File: src/rtl/dataout_serializer.sv
// rtl/dataout_serializer.sv - canonicalise an (x, y) pair mod 2^255-19 and stream it as W-bit words
// Captures two reducer beats, then emits 2*(256/W) words LSW first, x before y.
module dataout_serializer #(
  parameter int W = 64
) (
  input  logic         i_clk,
  input  logic         i_rst,
  input  logic         i_red_valid,
  input  logic [254:0] i_red_data,
  output logic         o_red_ready,
  output logic         o_out_valid,
  output logic [W-1:0] o_out_data,
  output logic         o_out_last,
  input  logic         i_out_ready
);

  localparam int N  = 256 / W;
  localparam int NW = 2 * N;
  localparam int CW = (NW > 1) ? $clog2(NW) : 1;
  localparam logic [254:0] Q = {255{1'b1}} - 255'd18;

  generate
    if (!(W == 32 || W == 64 || W == 128 || W == 256)) begin : g_bad_width
      $error("dataout_serializer: W must be 32, 64, 128 or 256");
    end
  endgenerate

  typedef enum logic [1:0] {
    S_WAIT_X = 2'd0,
    S_WAIT_Y = 2'd1,
    S_SEND   = 2'd2
  } state_t;

  state_t        r_state;
  state_t        w_next;
  logic [254:0]  r_x;
  logic [254:0]  r_y;
  logic [CW-1:0] r_cnt;
  logic [W-1:0]  r_data;
  logic [254:0]  w_canon;
  logic [511:0]  w_pair;
  logic [CW:0]   w_next_idx;
  logic          w_is_last;
  logic          w_red_hs;
  logic          w_out_hs;

  // Input is below 2^255 < 2Q, so a single conditional subtract is enough.
  assign w_canon    = (i_red_data >= Q) ? (i_red_data - Q) : i_red_data;
  assign w_pair     = {1'b0, r_y, 1'b0, r_x};
  assign w_is_last  = (r_cnt == CW'(NW - 1));
  assign w_next_idx = (CW + 1)'(r_cnt) + (CW + 1)'(1);
  assign w_red_hs   = i_red_valid && o_red_ready;
  assign w_out_hs   = o_out_valid && i_out_ready;
  assign o_out_data = r_data;

  always_ff @(posedge i_clk or posedge i_rst) begin
    if (i_rst) begin
      r_state <= S_WAIT_X;
    end else begin
      r_state <= w_next;
    end
  end

  always_comb begin
    w_next      = r_state;
    o_red_ready = 1'b0;
    o_out_valid = 1'b0;
    o_out_last  = 1'b0;
    case (r_state)
      S_WAIT_X: begin
        o_red_ready = 1'b1;
        if (i_red_valid) w_next = S_WAIT_Y;
      end
      S_WAIT_Y: begin
        o_red_ready = 1'b1;
        if (i_red_valid) w_next = S_SEND;
      end
      S_SEND: begin
        o_out_valid = 1'b1;
        o_out_last  = w_is_last;
        if (i_out_ready && w_is_last) w_next = S_WAIT_X;
      end
      default: begin
        w_next = S_WAIT_X;
      end
    endcase
  end

  // The output word register is preloaded with the next word on each accept,
  // so o_out_data never depends combinationally on i_out_ready.
  always_ff @(posedge i_clk or posedge i_rst) begin
    if (i_rst) begin
      r_x    <= '0;
      r_y    <= '0;
      r_cnt  <= '0;
      r_data <= '0;
    end else begin
      case (r_state)
        S_WAIT_X: begin
          if (w_red_hs) r_x <= w_canon;
        end
        S_WAIT_Y: begin
          if (w_red_hs) begin
            r_y    <= w_canon;
            r_cnt  <= '0;
            r_data <= w_pair[W-1:0];
          end
        end
        S_SEND: begin
          if (w_out_hs) begin
            if (w_is_last) begin
              r_data <= '0;
            end else begin
              r_cnt  <= r_cnt + 1'b1;
              r_data <= w_pair[w_next_idx * W +: W];
            end
          end
        end
        default: begin
          r_data <= '0;
        end
      endcase
    end
  end

endmodule
File: config.mk
export PLATFORM = sky130hd
export DESIGN_NAME = dataout_serializer
export DESIGN_NICKNAME = d
export VERILOG_FILES = /design/src/rtl/dataout_serializer.sv
export SDC_FILE = /design/constraint.sdc
export NUM_CORES = 2
export LEC_CHECK = 0
export ABC_CLOCK_PERIOD_IN_PS = 20600
export CORE_MARGIN = 2
export CORE_UTILIZATION = 58
export DETAILED_ROUTE_END_ITERATION = 8
export DONT_BUFFER_PORTS = 1
export MAX_ROUTING_LAYER = met4
export PLACE_DENSITY = 0.76
export RECOVER_POWER = 25
export SLEW_MARGIN = 5
export SYNTH_ARGS = -nofsm -noshare
export SYNTH_HDL_FRONTEND = slang
export SYNTH_SLANG_ARGS = --single-unit
File: constraint.sdc
create_clock -name i_clk -period 20.6 [get_ports i_clk]
set_clock_uncertainty 0.2 [all_clocks]
set_input_delay 4.12 -clock i_clk [delete_from_list [all_inputs] [get_ports i_clk]]
set_output_delay 4.12 -clock i_clk [all_outputs]
set_load 0.005 [all_outputs]
==> flow_metrics.py <==
metrics = {
    "status": {
        "status": "finished, violations left",
        "violations": "max-capacitance violations, max-slew violations",
    },
    "timing": {
        "hold_violations": 0,
        "rsz0062_at_grt": "false",
        "tns_ns": 0,
        "timing.final.crit_share_pct": 54.9,
        "fmax_ghz": 0.0884,
        "finalMaxSlewViolations": 263,
        "hold_slack_ns": 0.302,
        "tightest_slew_ns": 6.13,
        "slew-limit-headroom_pct": -311,
        "min_period_ns": 11.31,
        "setup_viol": 0,
    },
    "critical_path": {
        "arrival_ns": 11.74,
        "crit_fanout": 157,
        "startpoint_type": "primary input",
        "worstSetupEndpointType": "asynchronous set/reset pin",
        "worstPathRequired_ns": 21.03,
        "worstSetupPathType": "primary input to asynchronous set/reset pin",
    },
    "clock_tree": {
        "cts_hold_buffers": 0,
        "cts_made_buffers": 59,
        "clk_latency_ns": 0.63,
        "htree_num_levels": 2,
        "cts_sinks": 579,
        "cts_setup_buffers": 0,
        "clk_path_buf_depth": 3,
        "cts_resized": 0,
        "cts_root_buf": "clkbuf_16",
        "clkTransAtPathRegs_ns": 0.06,
        "cts_tree": "built",
    },
    "pwr": {
        "ir_worst_vdd_mv": 0.123,
        "power.leakage_nw": 12.2,
        "power_density_nw_per_um2": 170,
        "p_total_mw": 4.93,
    },
    "global_routing": {
        "grt_pass1_vias": 20900,
        "grtUsageMet1_pct": 48.7,
        "busiest_layer": "met2",
        "grt_overflow": 0,
        "grt_pass1_wl_um": 134000,
        "grt_use_met2_pct": 55.7,
        "grt_util_met3_pct": 13.1,
        "grt_antenna_before_repair": 3,
        "grt_start_max_net_pins": 225,
        "grt_usage_pct": 38.8,
    },
    "die": {
        "core-area_um2": 45400,
        "die_w_um": 218,
        "num_rows": 78,
        "die_h_um": 218,
        "start_util_pct": 58.7,
        "io_pins": 326,
        "die_area_um2": 47700,
    },
    "route": {
        "vias": 20500,
        "post_drt_wl_per_cell_um": 31.6,
        "first_pass_iters": 6,
        "vias_per_cell": 7.26,
        "wirelength_um": 89400,
        "drtAntennaViolNets": 0,
        "drc": 0,
        "drtIter0Drc": 2662,
    },
    "layout": {
        "layout-drive-gt1-share_pct": 11.5,
        "nNetsFinal": 2443,
        "final_common_cell": "dfrtp_1",
        "layout_common_cells": "577 x dfrtp_1, 251 x and2_1, 250 x a22o_1",
        "filler_cell_count": 3447,
        "areaGrowthSynthToFinish_pct": 8.84,
        "final_cells": 2829,
        "seqCellArea_um2": 14500,
        "multi_input_area_um2": 11300,
    },
    "place": {
        "dp.cells": 2716,
        "place.gp.congestion": 0.946,
        "dp_hpwl_um": 56100,
        "io_buffers": 0,
    },
    "synth": {
        "yosys_register_bits": 579,
        "synth_area_um2": 26700,
        "netlist_instances": 2306,
        "synth_top_area_cell": "dfrtp_1",
        "syn-num-nets": 2572,
        "yosysUniqueCellTypes": 38,
        "avgSynthCellArea_um2": 11.6,
        "ys_seq_area_share_pct": 54.3,
        "ys_top_cells_by_area": "dfrtp_1 54%, a22o_1 8.2%, a31o_1 6.6%",
        "yosysWarningCount": 0,
        "synth_top_area_share_pct": 54.3,
    },
    "min_path": {
        "hp-class": "flop to flop",
    },
    "flow_run": {
        "maxCapViolCount": 3,
    },
}
-- report_power, final --
part           internal, mW  total, mW  leakage (nW)  switching, mW
Combinational         0.868       1.78          3.92          0.911
Clock                 0.723       1.19          1.05          0.465
Sequential             1.64       1.97          7.27          0.330
-- through the flow --
| step | area [um^2] | utilization, % | setup slack, ns |
|---|---|---|---|
| 2_1_floorplan | 26700 | - | 0.0805 |
| 6_report | 29000 | 63.9 | 9.29 |
| 5_1_grt | 29000 | 63.9 | 8.01 |
| 3_5_place_dp | 26900 | 59.2 | 12.44 |
| 4_1_cts | 29000 | 64.0 | 13.06 |
| 3_3_place_gp | 26900 | 59.2 | 12.45 |
-- worst max-delay path, cell delays in order --
cell and delay, ns:
clkinvlp_2 3.31, clkbuf_1 2.44, buf_12 0.61, buf_4 0.85
-- logic make-up after synthesis --
group           count (synthesis)  synth area share (%)
simple gates                  580                  11.5
compound gates                783                  22.6
xor+xnor                        1                0.0329
mux                           129                  7.81
flops                         579                  54.3
fa+ha+maj                       7                 0.329
buf+inv                       227                  3.36
-- flip-flops by register name, indices dropped and copies added, names as in the netlist --
| signal | count |
|---|---|
| o_out_data | 64 |
| r_cnt | 3 |
| r_state | 2 |
| r_x | 255 |
| r_y | 255 |
-- cells in the mapped netlist, drive strengths merged --
master	number
and4	1
o211ai	2
inv	12
o21ai	134
nand4	65
or3	1
ha	7
nand3	7
buf	52
a31o	254
dfrtp	579
a21oi	63
a32o	1
or2	1
nand2b	4
nor3	4
mux4	63
nor2	86
nor4	15
a22o	250
mux2	2
mux2i	64
a22oi	65
nor2b	2
nand2	141
o31a	2
clkbuf	163
a31oi	9
a41oi	2
o31ai	1
xor2	1
and2	253
-- final timing paths --
check,startpoint,end,slack (ns),depth (start not counted)
max reg2reg,r_state[1],o_out_data[3],15.14,8
min in group asynchronous,i_rst,r_x[46],5.05,1
max in group i_clk,i_red_data[177],r_x[167],12.92,8
min reg2reg,r_x[154],r_x[154],0.30,1
min,r_x[154],r_x[154],0.30,1
max,i_rst,r_y[211],9.29,4
-- final cells by class --
cell class	count	share of cell area, %
antenna	4	0.0345
timing repair buffer	25	0.806
clock buffer	84	5.86
inverter	12	0.164
tap	600	2.59
sequential	579	50.0
clock inverter	25	1.53
multi-input combinational	1500	39.1
-- per-layer routing --
layer | vias to the layer above | part of all wire (%)
met4 | 0 | 6.2
met2 | 1287 | 45
met3 | 308 | 12
met5 | - | 0
li1 | 8361 | -
met1 | 10600 | 37
Note: power is estimated with default switching activity, not from simulation.
